File: config.mk
export PLATFORM = sky130hd
export DESIGN_NAME = ucsbece154b_fetch_arbiter
export DESIGN_NICKNAME = d
export VERILOG_FILES = /design/src/rtl/ucsbece154b_mem_pkg.sv /design/src/rtl/ucsbece154b_fetch_arbiter.sv
export SDC_FILE = /design/constraint.sdc
export NUM_CORES = 1
export LEC_CHECK = 0
export ABC_AREA = 1
export CAP_MARGIN = 20
export CORE_MARGIN = 4
export CORE_UTILIZATION = 32
export CTS_BUF_LIST = sky130_fd_sc_hd__clkbuf_2 sky130_fd_sc_hd__clkbuf_4 sky130_fd_sc_hd__clkbuf_8
export DETAILED_ROUTE_END_ITERATION = 7
export PLACE_DENSITY_LB_ADDON = 0.2
export SLEW_MARGIN = 20
export SYNTH_ARGS = -nofsm -noshare
export SYNTH_HDL_FRONTEND = slang
export SYNTH_SLANG_ARGS = --single-unit
File: constraint.sdc
create_clock -name clk -period 1.5 [get_ports clk]
set_input_delay 0.15 -clock clk [delete_from_list [all_inputs] [get_ports clk]]
set_output_delay 0.15 -clock clk [all_outputs]
set_load 0.005 [all_outputs]
File: src/rtl/ucsbece154b_mem_pkg.sv
// ucsbece154b_mem_pkg: shared FSM/owner types and default block geometry for the fetch arbiter
package ucsbece154b_mem_pkg;
  typedef enum logic [1:0] {IDLE, REQ, XFER} state_t;
  typedef enum logic [1:0] {NONE, DEM, PRE} owner_t;
  localparam int BLOCK_WORDS = 4;
  localparam int LOG_BLOCK_WORDS = $clog2(BLOCK_WORDS);
  localparam int TAG_MSB = 31;
  localparam int TAG_LSB = LOG_BLOCK_WORDS + 2;
endpackage

File: src/rtl/ucsbece154b_fetch_arbiter.sv
// ucsbece154b_fetch_arbiter: shares the SDRAM read port between demand misses and the next-line prefetcher
// Optional demand-on-prefetch merging is enabled by defining FETCH_ARB_MERGE_EN.
module ucsbece154b_fetch_arbiter
  import ucsbece154b_mem_pkg::*;
#(
  parameter int BLOCK_WORDS = ucsbece154b_mem_pkg::BLOCK_WORDS,
  parameter int WORD_SIZE = 32
) (
  input  logic                           clk,
  input  logic                           reset,
  input  logic                           dReq,
  input  logic [31:0]                    dAddr,
  output logic                           dGrant,
  output logic                           dValid,
  output logic                           dDone,
  input  logic                           pReq,
  input  logic [31:0]                    pAddr,
  output logic                           pGrant,
  output logic                           pValid,
  output logic                           pDone,
  output logic [WORD_SIZE-1:0]           beatData,
  output logic [$clog2(BLOCK_WORDS)-1:0] beatIndex,
  output logic                           memReadRequest,
  output logic [31:0]                    memReadAddress,
  input  logic                           memDataReady,
  input  logic [WORD_SIZE-1:0]           memDataIn,
  input  logic [$clog2(BLOCK_WORDS)-1:0] memBlockIndex,
  output logic                           xferErr,
  output logic                           busy
);
  localparam int CW = $clog2(BLOCK_WORDS) + 1;
  localparam logic [CW-1:0] LAST = CW'(BLOCK_WORDS - 1);
  state_t state;
  owner_t owner;
  logic [CW-1:0] cnt;
  logic [31:0] addr;
  logic merged, merge_now, idle_ok, dem, pre, fin, abort;
  // Grants wait for memDataReady to fall so residual beats from an aborted transfer are drained.
  assign idle_ok = reset && state == IDLE && !memDataReady;
  assign fin = state == XFER && memDataReady && cnt == LAST;
  assign abort = state == XFER && !memDataReady;
  assign dem = owner == DEM || merged || merge_now;
  assign pre = owner == PRE;
`ifdef FETCH_ARB_MERGE_EN
  localparam int TLSB = $clog2(BLOCK_WORDS) + 2;
  // Merging is only safe before any beat has been handed to the prefetcher alone.
  assign merge_now = state == REQ && pre && !merged && dReq && dAddr[TAG_MSB:TLSB] == addr[TAG_MSB:TLSB];
`else
  assign merge_now = 1'b0;
  assign merged = 1'b0;
`endif
  assign busy = state != IDLE;
  assign dGrant = (idle_ok && dReq) || merge_now;
  assign pGrant = idle_ok && !dReq && pReq;
  assign dValid = busy && memDataReady && dem;
  assign pValid = busy && memDataReady && pre;
  assign dDone = (fin || abort) && dem;
  assign pDone = (fin || abort) && pre;
  assign xferErr = abort;
  assign beatData = busy ? memDataIn : '0;
  assign beatIndex = busy ? memBlockIndex : '0;
  assign memReadRequest = state == REQ;
  assign memReadAddress = addr;
  always_ff @(posedge clk or negedge reset)
    if (!reset) begin
      state <= IDLE;
      owner <= NONE;
      cnt <= '0;
      addr <= '0;
`ifdef FETCH_ARB_MERGE_EN
      merged <= 1'b0;
`endif
    end else begin
`ifdef FETCH_ARB_MERGE_EN
      merged <= (fin || abort) ? 1'b0 : (merged || merge_now);
`endif
      case (state)
        IDLE: if (idle_ok && (dReq || pReq)) begin
          state <= REQ;
          owner <= dReq ? DEM : PRE;
          addr <= dReq ? dAddr : pAddr;
          cnt <= '0;
        end
        REQ: if (memDataReady) begin
          state <= XFER;
          cnt <= cnt + CW'(1);
        end
        XFER: if (fin || abort) begin
          state <= IDLE;
          owner <= NONE;
        end else cnt <= cnt + CW'(1);
        default: state <= IDLE;
      endcase
    end
endmodule
==> results of run 1 <==
-- logic make-up (layout without fill, tap and decap cells) --
logic type,count (synthesis),after routing
flops,39,39
compound gates,35,35
buf+inv,65,268
fa+ha+maj,5,5
simple gates,176,176
-- synthesized netlist by cell type --
| library cell | n | area, sq um |
|---|---|---|
| nand4_1 | 2 | 12.5 |
| nor3_1 | 3 | 15.0 |
| o31ai_2 | 28 | 350 |
| inv_4 | 1 | 6.26 |
| o31ai_1 | 4 | 30.0 |
| buf_1 | 2 | 7.51 |
| dfrtp_1 | 39 | 976 |
| nand3_1 | 5 | 25.0 |
| nand2_1 | 58 | 218 |
| buf_4 | 3 | 22.5 |
| inv_1 | 46 | 173 |
| nand3b_1 | 2 | 15.0 |
| buf_2 | 3 | 15.0 |
| clkbuf_1 | 7 | 26.3 |
| nor2_1 | 104 | 390 |
| o21ai_0 | 3 | 15.0 |
| buf_6 | 3 | 33.8 |
| ha_1 | 5 | 62.6 |
| nor4_1 | 2 | 12.5 |
-- critical path, cell delays in order (launching register included) --
cell           delay, ps
dfrtp_1              400
inv_2                 80
ha_4                 190
buf_6                160
inv_1                 70
dlygate4sd2_1        270
-- per-stage QoR --
step / instances / hold slack, ps / TNS (ps)
after global placement: 604 / 175 / -5760
after floorplan: 320 / -146 / 0
final: 622 / 431 / -5490
after detailed placement: 604 / 160 / -8560
after CTS: 614 / 418 / -2850
after global routing: 622 / 463 / -11230
-- metal layers --
layer / vias up / track usage (%) / wire length, microns
met5: - / 0 / 0
met4: 0 / 6.13 / 147
met3: 14 / 6.22 / 1010
met2: 122 / 33.3 / 4580
met1: 1286 / 17.3 / 3220
li1: 1392 / - / -
-- cell type report --
class	count	area (sq um)
Clock inverter	2	12.5
Tap cell	99	124
Inverter	47	181
Fill cell	647	2510
Sequential cell	39	976
Clock buffer	6	76.3
Timing Repair Buffer	213	2090
Multi-Input combinational cell	216	1330
-- power groups by stage --
stage / logic (mW) / registers (mW) / clock network [mW]
4_1_cts: 3.87 / 1.83 / 0.749
5_1_grt: 4.50 / 1.91 / 0.796
3_5_place_dp: 3.90 / 1.84 / 0
2_1_floorplan: 1.52 / 1.85 / 0
3_3_place_gp: 3.82 / 1.82 / 0
6_report: 4.15 / 1.84 / 0.726
-- worst max path at each step --
stage | endpoint | slack (ps) | startpoint
6_report | busy | -110 | state[0]
3_3_place_gp | dGrant | -160 | dReq
2_1_floorplan | memReadAddress[19] | 90 | state[0]
4_1_cts | dValid | -90 | state[0]
3_5_place_dp | dDone | -190 | cnt[0]
5_1_grt | pGrant | -210 | state[1]
-- registers in the layout (all words and copies together) (netlist names) --
register and flops:
owner 2, state 2, cnt 3, memReadAddress 32
-- timing repair --
action                                  4_1_cts  5_1_grt
gates resized for setup                      85       28
buffers inserted                              3        3
pin swaps                                    11        3
cloned                                        0        5
endpoints found under the hold margin        39        0
endpoints found under the setup margin       82       82
hold buffers                                  1        0
==> flow_summary_export.csv, run 1 <==
group,metric,value,unit
sta,finalHoldViolCount,0,
grt,grt-ovfl-total,0,
power,swShare,36.4,%
routing,drc,0,
run_status,outcome,"complete, but fails checks",
sta,finalCritPeriodShare,108,%
routing,ant_nets,0,
power,power_per_cell_area,1400,nW/um^2
logic_synthesis,syn_inst,320,
clocking,cts.clk_slew.worst_paths,80,ps
logic_synthesis,synth_top_family_by_area,"simple AND/OR/NAND/NOR gates",
placed_design,gp_congestion,0.818,
sta,tightestPinTransition,341,ps
grt,track_usage,17.5,%
logic_synthesis,synth_xor_area_share,0,%
placed_design,pre_cts_slack,-187,ps
routing,totalWireLength,8960,microns
worst_setup_path,crit_path_end_kind,"primary output",
cells_and_area,area_growth,98.9,%
cells_and_area,fin_nets,630,
worst_setup_path,crit_type,"reg -> out",
clocking,ctsHtreeMaxLevel,2,
worst_setup_path,r2r_end,"memReadAddress[18]",
cells_and_area,final_cell_mix,"133 x clkdlybuf4s50_1, 101 x nor2_1, 48 x nand2_1, 43 x inv_1, 39 x dfrtp_1",
sta,relSlewSlack,77.3,%
die,rows,31,
grt,grt_pass1_wl,12500,microns
die,initial_utilization,33.0,%
logic_synthesis,syn_area_per_cell,7.52,sq um
power,p_int,4.27,mW
hold_path,hp-class,"in -> async",
routing,vias,2814,
power,p_clk_share,10.8,%
cells_and_area,fin_util,65.6,%
logic_synthesis,ys_ff_latch,39,
worst_setup_path,ff2ff_setup_slack,-110,ps
power,seqPwrFrac,27.4,%
worst_setup_path,critPathLaunchType,"flip-flop",
logic_synthesis,syn_area,2410,sq um
placed_design,portBuffers,177,
routing,drtIter0Drc,108,
cells_and_area,antenna-diode-count,0,
cells_and_area,drive_above_1_share,21.8,%
cells_and_area,fin_area,4790,sq um
logic_synthesis,synthSimpleGateAreaFrac,28.6,%
die,core,7290,sq um
cells_and_area,final_common_cell,"clkdlybuf4s50_1",
power,power.switching,2.45,mW
sta,setup_ws,-114,ps
placed_design,dp_hpwl,6380,microns
routing,dr.pass1.iters,4,
worst_setup_path,r2r-start,"state[0]",
worst_setup_path,worst-r2r-cell-count,8,
logic_synthesis,synth_mux_area_share,0,%
worst_setup_path,worstPathArrival,1460,ps
grt,grt_pass1_vias,2746,
clocking,cts_root_buf,"clkbuf_8",
clocking,clock_sinks,39,
sta,fmax,0.620,GHz
clocking,clockBufferDepth,2,
run,maxCapViolCount,0,
worst_setup_path,cp_max_fo,12,
logic_synthesis,syn_nets,428,
sta,fin_skew,8.18,ps
clocking,cts-buffers-inserted,5,
power,vdd_drop_max,767,uV
die,io_pins,178,
placed_design,placed_area,4400,sq um
die,die_area,8970,sq um
grt,grt_max_degree,52,
clocking,insertion_delay,290,ps
sta,rsz0062_at_grt,"true",
logic_synthesis,yosys_warnings,0,
power,power,6.72,mW
logic_synthesis,seq_area_frac_synth,40.6,%
sta,fin_crit,1610,ps
routing,vias_per_cell,4.52,
power,p_leak,2.35,nW
routing,wl_per_cell,14.4,microns
sta,setup_viol,77,
die,dieWidth,94.7,microns
sta,slew_violations,0,
power,pwr-share-comb,61.7,%
logic_synthesis,synth_compound_area_share,16.4,%
logic_synthesis,synth.distinct_cells,19,
logic_synthesis,yosys.area_share.adder,2.60,%
clocking,cts_tree,"built",
worst_setup_path,required,1350,ps
run_status,failed_checks,"negative setup slack",
die,die_h,94.7,microns
grt,antenna_found_initial,0,
No activity file was read; power rests on OpenSTA's default activity.
==> run 2, diff against run 1 <==
--- a/config.mk
+++ b/config.mk
@@ -8,7 +8,7 @@
 export ABC_AREA = 1
 export CAP_MARGIN = 20
 export CORE_MARGIN = 4
-export CORE_UTILIZATION = 32
+export CORE_UTILIZATION = 35
 export CTS_BUF_LIST = sky130_fd_sc_hd__clkbuf_2 sky130_fd_sc_hd__clkbuf_4 sky130_fd_sc_hd__clkbuf_8
 export DETAILED_ROUTE_END_ITERATION = 7
 export PLACE_DENSITY_LB_ADDON = 0.2
==> constraint.sdc (replaced) <==
create_clock -name clk -period 1.6 [get_ports clk]
set_input_delay 0.16 -clock clk [delete_from_list [all_inputs] [get_ports clk]]
set_output_delay 0.16 -clock clk [all_outputs]
set_load 0.005 [all_outputs]
==> flow_summary_export.csv, run 2 (synthesis gave the netlist of run 1 again) <==
group,metric,value,unit
worst_setup_path,max_stage_delay,420,ps
routing,vias,2820,
clocking,clock_sinks,39,
sta,finalSetupTns,-27.3,ps
cells_and_area,fin_nets,631,
power,power.switching,2.40,mW
placed_design,dp_hpwl,6240,microns
run_status,failed_checks,"negative setup slack",
worst_setup_path,required,1440,ps
power,p_leak,2.31,nW
routing,wl_per_cell,14.6,microns
cells_and_area,area_growth,98.2,%
routing,ant_nets,0,
worst_setup_path,cp_cell_sequence,"inv_2, ha_4, nand3_1, nor3_2, clkdlybuf4s15_2",
run_status,outcome,"complete, but fails checks",
sta,setup_ws,-27.3,ps
die,rows,29,
power,p_clk_share,10.6,%
hold_path,hp-class,"in -> async",
cells_and_area,drive_above_1_share,28.2,%
sta,tightestPinTransition,484,ps
worst_setup_path,critical-path-slowest-cell,"dfrtp_1",
die,io_pins,178,
routing,totalWireLength,8800,microns
grt,track_usage,18.9,%
sta,relSlewSlack,67.7,%
power,vdd_drop_max,704,uV
placed_design,dp_cells,574,
cells_and_area,fillCellCount,502,
cells_and_area,regArea,976,sq um
routing,drc,0,
sta,rsz0062_at_grt,"true",
cells_and_area,largest_reg_flops,32,
clocking,clockBufferDepth,2,
clocking,cts-buffers-inserted,5,
cells_and_area,fin_area,4770,sq um
worst_setup_path,crit_type,"reg -> out",
grt,grt_pass1_wl,12800,microns
routing,drtIter0Drc,103,
run,maxCapViolCount,0,
grt,grt-ovfl-total,0,
sta,holdWs,236,ps
worst_setup_path,cp_max_fo,5,
cells_and_area,fin_util,73.4,%
die,die_h,90.9,microns
power,pwr-share-comb,62.4,%
die,die_area,8260,sq um
grt,grt_max_degree,38,
worst_setup_path,worstPathArrival,1470,ps
clocking,ctsHtreeMaxLevel,2,
placed_design,gp_congestion,0.795,
routing,dr.pass1.iters,4,
cells_and_area,antenna-diode-count,0,
die,dieWidth,90.9,microns
placed_design,portBuffers,177,
placed_design,pre_cts_slack,-116,ps
clocking,cts_root_buf,"clkbuf_8",
clocking,cts_tree,"built",
grt,grt_pass1_vias,2580,
grt,antenna_found_initial,0,
cells_and_area,final_cell_mix,"133 x clkdlybuf4s50_1, 98 x nor2_1, 43 x inv_1, 43 x nand2_1, 39 x dfrtp_1",
sta,finalCritPeriodShare,102,%
sta,setup_viol,1,
power,seqPwrFrac,27.0,%
cells_and_area,instances_no_fill,601,
die,core,6490,sq um
sta,fin_skew,7.99,ps
cells_and_area,final_common_cell,"clkdlybuf4s50_1",
sta,fin_crit,1630,ps
sta,finalHoldViolCount,0,
worst_setup_path,critPathLaunchType,"flip-flop",
power,power,6.47,mW
cells_and_area,multi_input_area,1400,sq um
die,initial_utilization,37.0,%
power,power_per_cell_area,1360,nW/um^2
clocking,insertion_delay,290,ps
sta,slew_violations,0,
routing,vias_per_cell,4.69,
worst_setup_path,crit_path_end_kind,"primary output",
power,p_int,4.07,mW
sta,fmax,0.615,GHz
clocking,cts.clk_slew.worst_paths,70,ps
placed_design,placed_area,4350,sq um
power,swShare,37.1,%
## run 2: cell types whose count changed in the layout (fill, tap and decap cells not counted), sizes merged
cell           delta
dlygate4sd2      -35
clkdlybuf4s15     +4
clkbuf           +32
## run 2: what timing repair did
action | in CTS | in global routing
pin swaps | 6 | 11
buffers inserted | 4 | 10
gates resized for setup | 103 | 92
gates cloned | 0 | 4
setup endpoints to repair | 49 | 73
endpoints found under the hold margin | 2 | 0
hold buffers | 1 | 0
## run 2: worst paths after layout
path                            from                  to  slack, ps  depth (start not counted)
min in group clk           pAddr[21]  memReadAddress[21]        460                          3
max in group asynchronous      reset              cnt[1]        670                          3
setup reg to reg            state[0]  memReadAddress[28]          0                          8
hold reg to reg               cnt[2]              cnt[2]        490                          2
setup / recovery            state[0]              pGrant        -30                          5
hold / removal                 reset            state[0]        240                          2
## run 2: layer usage
layer,track usage [%],wire length [microns],up-vias
met3,6.33,724,4
met2,34.2,4580,113
li1,-,-,1398
met5,0,0,-
met1,21.5,3450,1305
met4,4.15,43,0
## run 2: power by group through the flow
stage                     Sequential [mW]  Clock (mW)  Combinational [mW]
after floorplan                      1.74           0                1.42
after global placement               1.70           0                3.51
after detailed placement             1.72           0                3.57
after CTS                            1.71       0.709                3.63
after global routing                 1.81       0.750                4.37
final                                1.75       0.688                4.04
## run 2: area by class of cell
type | instances | area share (%)
Clock buffer | 6 | 1.60
Clock inverter | 2 | 0.262
Inverter | 47 | 3.80
Multi-Input combinational cell | 216 | 29.3
Sequential cell | 39 | 20.5
Tap cell | 77 | 2.02
Timing Repair Buffer | 214 | 42.6
## run 2: worst max-delay path, delay by kind of cell (launching register included)
kind	cells	cell delay, ps
buf+inv	2	320
flops	1	420
fa+ha+maj	1	190
simple gates	2	240
